`config.mk`:
```
export PLATFORM = sky130hd
export DESIGN_NAME = hazard_stall_ctrl
export DESIGN_NICKNAME = d
export VERILOG_FILES = /design/src/rtl/mips_pipe_pkg.sv /design/src/rtl/hazard_detect_comb.sv /design/src/rtl/hazard_stall_ctrl.sv
export SDC_FILE = /design/constraint.sdc
export NUM_CORES = 1
export LEC_CHECK = 0
export ABC_AREA = 1
export BUFFER_PORTS_ARGS = -buffer_cell sky130_fd_sc_hd__buf_4
export CAP_MARGIN = 20
export CORE_UTILIZATION = 49
export DETAILED_ROUTE_END_ITERATION = 12
export PLACE_DENSITY = 0.93
export SLEW_MARGIN = 0
export SYNTH_ARGS = -nofsm -noshare
export SYNTH_HDL_FRONTEND = slang
export SYNTH_HIERARCHICAL = 1
export SYNTH_SLANG_ARGS = --single-unit
export TNS_END_PERCENT = 100
```
`constraint.sdc`:
```
create_clock -name clk -period 3.47 [get_ports clk]
set_input_delay 0.694 -clock clk [delete_from_list [all_inputs] [get_ports clk]]
set_output_delay 0.694 -clock clk [all_outputs]
set_load 0.005 [all_outputs]
```
`src/rtl/mips_pipe_pkg.sv`:
```
// Shared definitions for the MIPS pipeline control blocks: register width,
// hazard FSM states and per-hazard stall lengths.
package mips_pipe_pkg;

    localparam int REG_ADDR_W = 5;

    typedef enum logic {
        ST_IDLE  = 1'b0,
        ST_STALL = 1'b1
    } state_e;

    localparam int STALL_LOAD_USE    = 1;
    localparam int STALL_BR_ALU      = 1;
    localparam int STALL_BR_LOAD_EX  = 2;
    localparam int STALL_BR_LOAD_MEM = 1;

endpackage

```
`src/rtl/hazard_detect_comb.sv`:
```
// Combinational hazard match against the EX and MEM destinations and the
// resulting stall length for the instruction sitting in ID.
module hazard_detect_comb #(
    parameter int REG_ADDR_W = mips_pipe_pkg::REG_ADDR_W,
    parameter int CNT_W      = 2
) (
    input  logic [REG_ADDR_W-1:0] if_id_rs,
    input  logic [REG_ADDR_W-1:0] if_id_rt,
    input  logic                  id_use_rt,
    input  logic                  id_branch,
    input  logic [REG_ADDR_W-1:0] id_ex_rd,
    input  logic                  id_ex_regwrite,
    input  logic                  id_ex_memread,
    input  logic [REG_ADDR_W-1:0] ex_mem_rd,
    input  logic                  ex_mem_memread,
    output logic                  hit_ex,
    output logic                  hit_mem,
    output logic [CNT_W-1:0]      n_stall
);
    import mips_pipe_pkg::*;

    // $0 is hardwired, so a zero destination never matches; rs and rt
    // matching the same rd collapse into a single hit.
    always_comb begin
        hit_ex  = (id_ex_rd != '0) &&
                  ((id_ex_rd == if_id_rs) || (id_use_rt && (id_ex_rd == if_id_rt)));
        hit_mem = (ex_mem_rd != '0) &&
                  ((ex_mem_rd == if_id_rs) || (id_use_rt && (ex_mem_rd == if_id_rt)));

        n_stall = '0;
        if (id_branch && hit_ex && id_ex_memread)
            n_stall = CNT_W'(STALL_BR_LOAD_EX);
        else if (id_branch && hit_ex && id_ex_regwrite)
            n_stall = CNT_W'(STALL_BR_ALU);
        else if (id_branch && hit_mem && ex_mem_memread)
            n_stall = CNT_W'(STALL_BR_LOAD_MEM);
        else if (!id_branch && hit_ex && id_ex_memread)
            n_stall = CNT_W'(STALL_LOAD_USE);
    end

endmodule

```
`src/rtl/hazard_stall_ctrl.sv`:
```
// ID-stage hazard sequencer: load-use / branch-dependency stalls, taken-branch
// IF flush and memory-busy freeze. Optional perf counters: HAZARD_PERF_CNT_EN.
module hazard_stall_ctrl #(
    parameter int REG_ADDR_W = mips_pipe_pkg::REG_ADDR_W,
    parameter int CNT_W      = 2,
    parameter int PERF_W     = 32
) (
    input  logic                  clk,
    input  logic                  rst_n,
    input  logic [REG_ADDR_W-1:0] if_id_rs,
    input  logic [REG_ADDR_W-1:0] if_id_rt,
    input  logic                  id_use_rt,
    input  logic                  id_branch,
    input  logic                  branch_taken,
    input  logic [REG_ADDR_W-1:0] id_ex_rd,
    input  logic                  id_ex_regwrite,
    input  logic                  id_ex_memread,
    input  logic [REG_ADDR_W-1:0] ex_mem_rd,
    input  logic                  ex_mem_memread,
    input  logic                  mem_busy,
    output logic                  pc_write,
    output logic                  if_id_write,
    output logic                  id_ex_bubble,
    output logic                  if_flush,
    output logic                  stall_active
`ifdef HAZARD_PERF_CNT_EN
    ,
    input  logic                  perf_clr,
    output logic [PERF_W-1:0]     stall_cycles,
    output logic [PERF_W-1:0]     flush_count
`endif
);
    import mips_pipe_pkg::*;

    logic             hit_ex;
    logic             hit_mem;
    logic [CNT_W-1:0] n_stall;
    logic             stall_req;
    state_e           state_q, state_d;
    logic [CNT_W-1:0] cnt_q, cnt_d;

    hazard_detect_comb #(
        .REG_ADDR_W (REG_ADDR_W),
        .CNT_W      (CNT_W)
    ) u_detect (
        .if_id_rs       (if_id_rs),
        .if_id_rt       (if_id_rt),
        .id_use_rt      (id_use_rt),
        .id_branch      (id_branch),
        .id_ex_rd       (id_ex_rd),
        .id_ex_regwrite (id_ex_regwrite),
        .id_ex_memread  (id_ex_memread),
        .ex_mem_rd      (ex_mem_rd),
        .ex_mem_memread (ex_mem_memread),
        .hit_ex         (hit_ex),
        .hit_mem        (hit_mem),
        .n_stall        (n_stall)
    );

    assign stall_req = (hit_ex || hit_mem) && (n_stall != '0);

    always_comb begin
        state_d      = state_q;
        cnt_d        = cnt_q;
        pc_write     = 1'b0;
        if_id_write  = 1'b0;
        id_ex_bubble = 1'b1;
        if_flush     = 1'b0;
        if (!rst_n) begin
            state_d = ST_IDLE;
            cnt_d   = '0;
        end else if (mem_busy) begin
            // Freeze: hold everything; a pending flush reappears once released.
            id_ex_bubble = 1'b0;
        end else if (state_q == ST_STALL) begin
            if (cnt_q <= CNT_W'(1)) begin
                state_d = ST_IDLE;
                cnt_d   = '0;
            end else begin
                cnt_d = cnt_q - CNT_W'(1);
            end
        end else if (stall_req) begin
            // Only stalls longer than one cycle need the counter.
            if (n_stall > CNT_W'(1)) begin
                state_d = ST_STALL;
                cnt_d   = n_stall - CNT_W'(1);
            end
        end else begin
            pc_write     = 1'b1;
            if_id_write  = 1'b1;
            id_ex_bubble = 1'b0;
            if_flush     = id_branch && branch_taken;
        end
    end

    always_ff @(posedge clk or negedge rst_n) begin
        if (!rst_n) begin
            state_q <= ST_IDLE;
            cnt_q   <= '0;
        end else begin
            state_q <= state_d;
            cnt_q   <= cnt_d;
        end
    end

    assign stall_active = (state_q == ST_STALL);

`ifdef HAZARD_PERF_CNT_EN
    logic [PERF_W-1:0] stall_cycles_q, stall_cycles_d;
    logic [PERF_W-1:0] flush_count_q, flush_count_d;

    always_comb begin
        stall_cycles_d = stall_cycles_q;
        flush_count_d  = flush_count_q;
        if (perf_clr) begin
            stall_cycles_d = '0;
            flush_count_d  = '0;
        end else begin
            if (!pc_write && !mem_busy)
                stall_cycles_d = stall_cycles_q + PERF_W'(1);
            if (if_flush)
                flush_count_d = flush_count_q + PERF_W'(1);
        end
    end

    always_ff @(posedge clk or negedge rst_n) begin
        if (!rst_n) begin
            stall_cycles_q <= '0;
            flush_count_q  <= '0;
        end else begin
            stall_cycles_q <= stall_cycles_d;
            flush_count_q  <= flush_count_d;
        end
    end

    assign stall_cycles = stall_cycles_q;
    assign flush_count  = flush_count_q;
`endif

endmodule

```
==> flow_metrics.env, run 1 <==
export IMPL_drc=0
export IMPL_crit_end="id_ex_bubble"
export IMPL_track_usage_pct=25.4
export IMPL_worstMarginPinSlew_ns=0.257
export IMPL_post_place_ws_ns=0.411
export IMPL_synth_most_common_cell="nand2_1"
export IMPL_place_area_sq_um=998
export IMPL_path_buf_inv=5
export IMPL_period_share_pct=88.5
export IMPL_seq_power_share_pct=20.7
export IMPL_rr_endpoint="cnt_q[1]"
export IMPL_rsz0062_at_grt="no"
export IMPL_ys_flop_type="dfrtp_1"
export IMPL_cpPeakStageDelay_ns=0.25
export IMPL_setup_viol=0
export IMPL_htree_num_levels=1
export IMPL_netlist_top_cells_area="nand2_1 (32%), inv_1 (12%), dfrtp_1 (10%)"
export IMPL_die_w_um=40.8
export IMPL_drv_cap=0
export IMPL_power_density_nw_per_um2=194
export IMPL_fp_row_count=13
export IMPL_ff2ff_setup_slack_ns=2.43
export IMPL_path_cells="buf_4 -> inv_1 -> nand2_1 -> nand2_1 -> nor2_1 -> nand3_1 -> nand2_2 -> nand3_2 -> nor2_2 -> nor2_1 -> nor2_2 -> inv_1 -> ha_1 -> o21ai_1 -> inv_1 -> nor2_1 -> buf_4"
export IMPL_portBuffers=33
export IMPL_grt_pass1_vias=800
export IMPL_regArea_sq_um=75.1
export IMPL_crit_start="id_ex_rd[0]"
export IMPL_intPower_mw=0.127
export IMPL_clock_latency_ns=0.24
export IMPL_post_route_util_pct=75.9
export IMPL_tns_ns=0
export IMPL_multiInputGateArea_sq_um=544
export IMPL_syn_to_final_growth_pct=38.6
export IMPL_yosys_top_cells_count="nand2_1 (64), inv_1 (23), nor2_1 (18)"
export IMPL_async_reset_ff_share_pct=100
export IMPL_synth_top_area_share_pct=32.5
export IMPL_ys_types=20
export IMPL_total_power_mw=0.199
export IMPL_ys_seq_area_share_pct=10.2
export IMPL_die_h_um=40.8
export IMPL_path_max_fanout=3
export IMPL_status="finished, final reports clean"
export IMPL_ys_ff_latch=3
export IMPL_synth_largest_area_cell="nand2_1"
export IMPL_ys_warn_count=6
export IMPL_nets=220
export IMPL_clock_skew_ns=0.00113
export IMPL_required_ns=2.78
export IMPL_path_clk_slew_ns=0.03
export IMPL_cp_slowest_cell="o21ai_1"
export IMPL_cp_depth=17
export IMPL_ctsResizeCount=0
export IMPL_postCtsSetupBuffers=0
export IMPL_leakage_nw=0.653
export IMPL_r2r_start="stall_active"
export IMPL_initial_core_util_pct=54.8
export IMPL_cts_buffers=3
export IMPL_irDropWorstVdd_v=0.000227
export IMPL_synth_cells=152
export IMPL_max_freq_ghz=0.326
export IMPL_postSynthAreaPerCell_sq_um=4.86
export IMPL_crit_type="primary input to primary output"
export IMPL_layout_drive_gt1_share_pct=29.8
export IMPL_maxSlewViolCount=0
export IMPL_p_sw_share_pct=36.2
export IMPL_p_sw_mw=0.0720
export IMPL_antenna_cells=0
export IMPL_cp_start_kind="primary input"
export IMPL_grt_overflow=0
export IMPL_gp_congestion=0.862
export IMPL_syn_num_nets=183
export IMPL_postLayoutCellArea_sq_um=1020
export IMPL_pwr_share_comb_pct=48.5
export IMPL_dpl_hpwl_um=1680
export IMPL_drt_initial_drc_count=31
export IMPL_avgRoutedWirePerCell_um=9.60
export IMPL_cts_path_max_buffers=2
export IMPL_drt_total_wl_um=1950
export IMPL_drtPass1Iterations=4
export IMPL_dieArea_sq_um=1670
export IMPL_grt_max_degree=9
export IMPL_hold_path_class="primary input to async pin"
export IMPL_grt_pass1_wl_um=2880
export IMPL_period_minus_slack_ns=3.07
export IMPL_n_fill_cell=113
export IMPL_antenna_found_initial=0
export IMPL_rr_worst_depth=6
export IMPL_synth_edf_count=0
export IMPL_cpLargestDelayFamily="simple AND/OR/NAND/NOR gates"
export IMPL_cts_num_sinks=3
export IMPL_core_sq_um=1350
export IMPL_worstPathArrival_ns=2.38
export IMPL_ant_nets=0
export IMPL_cts_root_buf="clkbuf_4"
export IMPL_pwr_share_clk_pct=30.9
export IMPL_cts_tree="done"
export IMPL_fin_ws_ns=0.399
export IMPL_io_pins=34
export IMPL_vias=988
export IMPL_hold_viol_final=0
export IMPL_maxSlewHeadroom_pct=82.8
export IMPL_cp_end_kind="primary output"
export IMPL_syn_area_sq_um=739
export IMPL_holdBufCountCts=0
export IMPL_viasPerCell=4.87
-- state kept, by name (all words and copies together) (netlist names) --
name / flops
cnt_q: 2
stall_active: 1
-- layout make-up --
type	instances	share of cell area (%)
sequential	3	7.33
inverter	30	11.0
timing repair buffer	33	24.2
clock buffer	4	2.56
multi-input combinational	118	53.1
tap	15	1.83
-- metal layers --
layer,vias to the layer above,track usage [%],wire length [um]
met3,0,7.07,156
met2,46,48.0,952
met1,419,29.4,839
met5,-,0,0
met4,0,0,0
li1,523,-,-
-- worst min-delay path by stage --
stage | slack [ns] | endpoint | start | cells after the start
finish | 0.26 | cnt_q[0] | rst_n | 1
global route | 0.25 | stall_active | rst_n | 1
CTS | 0.26 | stall_active | rst_n | 1
detailed placement | 0.51 | stall_active | rst_n | 1
global placement | 0.51 | stall_active | rst_n | 1
floorplan | 0.40 | cnt_q[0] | rst_n | 0
-- placed cells by master (no fill, tap or decap), types with 2 or more instances in the layout --
| cell | instances |
|---|---|
| buf_4 | 33 |
| clkbuf_4 | 3 |
| dfrtp_1 | 3 |
| ha_1 | 2 |
| inv_1 | 23 |
| inv_2 | 7 |
| nand2_1 | 64 |
| nand2_2 | 5 |
| nand3_1 | 11 |
| nor2_1 | 18 |
| nor2_2 | 5 |
| nor3_1 | 2 |
| o21ai_1 | 2 |
| xnor2_1 | 2 |
-- power by group through the flow --
stage	clock [mW]	sequential, mW	combinational, mW
6_report	0.0614	0.0411	0.0965
5_1_grt	0.0674	0.0419	0.110
4_1_cts	0.0628	0.0410	0.0962
3_5_place_dp	0	0.0414	0.0957
3_3_place_gp	0	0.0411	0.0927
2_1_floorplan	0	0.0408	0.0503
-- cell families after synthesis --
family / Yosys count / synth area share [%]
AND/OR/NAND/NOR: 109 / 64.0
XOR/XNOR: 2 / 2.37
flip-flops: 3 / 10.2
buffers and inverters: 31 / 16.2
adder cells (fa/ha/maj): 2 / 3.38
AO/OA/AOI/OAI: 5 / 3.89
-- through the flow --
stage / instances / hold slack (ns)
final: 203 / 0.263
after global placement: 199 / 0.505
after CTS: 203 / 0.259
after floorplan: 152 / 0.398
after global routing: 203 / 0.249
after detailed placement: 199 / 0.508
(Power assumes the default switching activity.)
==> run 2: changes to the inputs <==
--- a/config.mk
+++ b/config.mk
@@ -8,9 +8,10 @@
 export ABC_AREA = 1
 export BUFFER_PORTS_ARGS = -buffer_cell sky130_fd_sc_hd__buf_4
 export CAP_MARGIN = 20
-export CORE_UTILIZATION = 49
+export CORE_UTILIZATION = 30
 export DETAILED_ROUTE_END_ITERATION = 12
-export PLACE_DENSITY = 0.93
+export GPL_TIMING_DRIVEN = 1
+export PLACE_DENSITY = 0.65
 export SLEW_MARGIN = 0
 export SYNTH_ARGS = -nofsm -noshare
 export SYNTH_HDL_FRONTEND = slang
==> run 2 against run 1 <==
Net effect:
- sequential power about the same
- sequential share of layout area decreased by 0.11 points
- register-to-register slack improved by 0.03 ns
- highest routed layer unchanged
- largest cell class unchanged
- first-iteration DRC count decreased by 45%
- count of clock-buffer cells in the layout unchanged
- combinational power about the same
- final cell count increased by 6.4%
- die area increased by 60%
- via count decreased by 5.1%
==> flow_metrics.env, run 2 (synthesis results as in run 1) <==
export IMPL_period_minus_slack_ns=3.08
export IMPL_antenna_cells=0
export IMPL_layout_cells_most_common="nand2_1"
export IMPL_cts_num_sinks=3
export IMPL_power_density_nw_per_um2=190
export IMPL_crit_path_frequent_cell="nor2_1"
export IMPL_stdcell_count=216
export IMPL_cpPeakStageDelay_ns=0.24
export IMPL_path_max_fanout=4
export IMPL_max_freq_ghz=0.325
export IMPL_required_ns=2.78
export IMPL_avgRoutedWirePerCell_um=8.88
export IMPL_dp_cells=212
export IMPL_worstMarginPinSlew_ns=0.247
export IMPL_grt_pass1_vias=901
export IMPL_layout_drive_gt1_share_pct=29.8
export IMPL_max_flop_register="cnt_q"
export IMPL_drc=0
export IMPL_cts_tree="done"
export IMPL_viasPerCell=4.34
export IMPL_antenna_found_initial=0
export IMPL_track_usage_pct=17.0
export IMPL_cts_buffers=3
export IMPL_drt_total_wl_um=1920
export IMPL_path_clk_slew_ns=0.03
export IMPL_dpl_hpwl_um=1670
export IMPL_cp_end_kind="primary output"
export IMPL_die_w_um=51.6
export IMPL_clock_skew_ns=0.00198
export IMPL_grt_pass1_wl_um=3530
export IMPL_path_buf_inv=4
export IMPL_postCtsSetupBuffers=0
export IMPL_drv_cap=0
export IMPL_setup_viol=0
export IMPL_rsz0062_at_grt="no"
export IMPL_nets=220
export IMPL_drtPass1Iterations=4
export IMPL_die_h_um=51.6
export IMPL_cpLargestDelayFamily="simple AND/OR/NAND/NOR gates"
export IMPL_path_cells="buf_4 -> nand2_1 -> nand2_1 -> nor2_1 -> nand3_1 -> nand2_2 -> nand3_2 -> nor2_2 -> nor2_1 -> nor2_2 -> inv_1 -> ha_1 -> o21ai_1 -> inv_1 -> nor2_1 -> buf_4"
export IMPL_cts_path_max_buffers=2
export IMPL_initial_core_util_pct=32.5
export IMPL_ctsResizeCount=0
export IMPL_leakage_nw=0.653
export IMPL_worstPathArrival_ns=2.39
export IMPL_largest_reg_flops=2
export IMPL_grt_max_degree=9
export IMPL_ant_nets=0
export IMPL_crit_type="primary input to primary output"
export IMPL_irDropWorstVdd_v=0.000125
export IMPL_gp_congestion=0.835
export IMPL_syn_to_final_growth_pct=40.8
export IMPL_fin_ws_ns=0.390
export IMPL_cts_root_buf="clkbuf_4"
export IMPL_hold_path_class="primary input to async pin"
export IMPL_cp_slowest_cell="o21ai_1"
export IMPL_tns_ns=0
export IMPL_grt_overflow=0
export IMPL_maxSlewHeadroom_pct=83.4
export IMPL_maxSlewViolCount=0
export IMPL_holdBufCountCts=0
export IMPL_clock_latency_ns=0.23
export IMPL_fp_row_count=17
export IMPL_vias=938
export IMPL_cp_start_kind="primary input"
export IMPL_io_pins=34
export IMPL_dieArea_sq_um=2670
export IMPL_post_place_ws_ns=0.397
export IMPL_htree_num_levels=1
export IMPL_period_share_pct=88.8
export IMPL_post_route_util_pct=45.7
export IMPL_final_cell_mix="nand2_1 (64), buf_4 (33), inv_1 (23)"
export IMPL_total_power_mw=0.197
export IMPL_status="finished, final reports clean"
export IMPL_drt_initial_drc_count=17
export IMPL_portBuffers=33
export IMPL_core_sq_um=2280
export IMPL_hold_viol_final=0
run 2: layer usage:
layer  track usage (%)  share of wire [%]  vias up
met1              22.6                 50      395
met4              2.25                  0        0
met2              28.1                 46       23
met5                 0                  0        -
li1                  -                  -      520
met3              4.09                3.9        0
run 2: through the flow:
| step | hold WS [ns] | cell area, sq um |
|---|---|---|
| floorplan | 0.398 | 739 |
| global placement | 0.506 | 1010 |
| detailed placement | 0.509 | 1010 |
| CTS | 0.261 | 1040 |
| global route | 0.250 | 1040 |
| finish | 0.268 | 1040 |
run 2: worst paths after layout:
path	to	cells past startpoint	from	slack (ns)
max in group asynchronous	stall_active	1	rst_n	3.08
min in group clk	cnt_q[0]	2	cnt_q[0]	0.55
setup / recovery	id_ex_bubble	16	id_ex_rd[3]	0.39
hold reg to reg	cnt_q[0]	2	cnt_q[0]	0.55
hold / removal	cnt_q[1]	1	rst_n	0.27
setup reg to reg	cnt_q[0]	6	stall_active	2.46
run 2: final cells by class:
cell class / count / area (sq um)
clock buffers: 4 / 26.3
repair buffers: 33 / 248
inverters: 30 / 113
flip-flops and latches: 3 / 75.1
fillers: 246 / 1230
multi-input cells: 118 / 544
well taps: 28 / 35.0
run 2: report_power, final:
group | internal (mW) | switching [mW] | leakage [nW]
logic | 0.0455 | 0.0506 | 0.599
registers | 0.0383 | 0.00303 | 0.0387
clock network | 0.0430 | 0.0168 | 0.0150
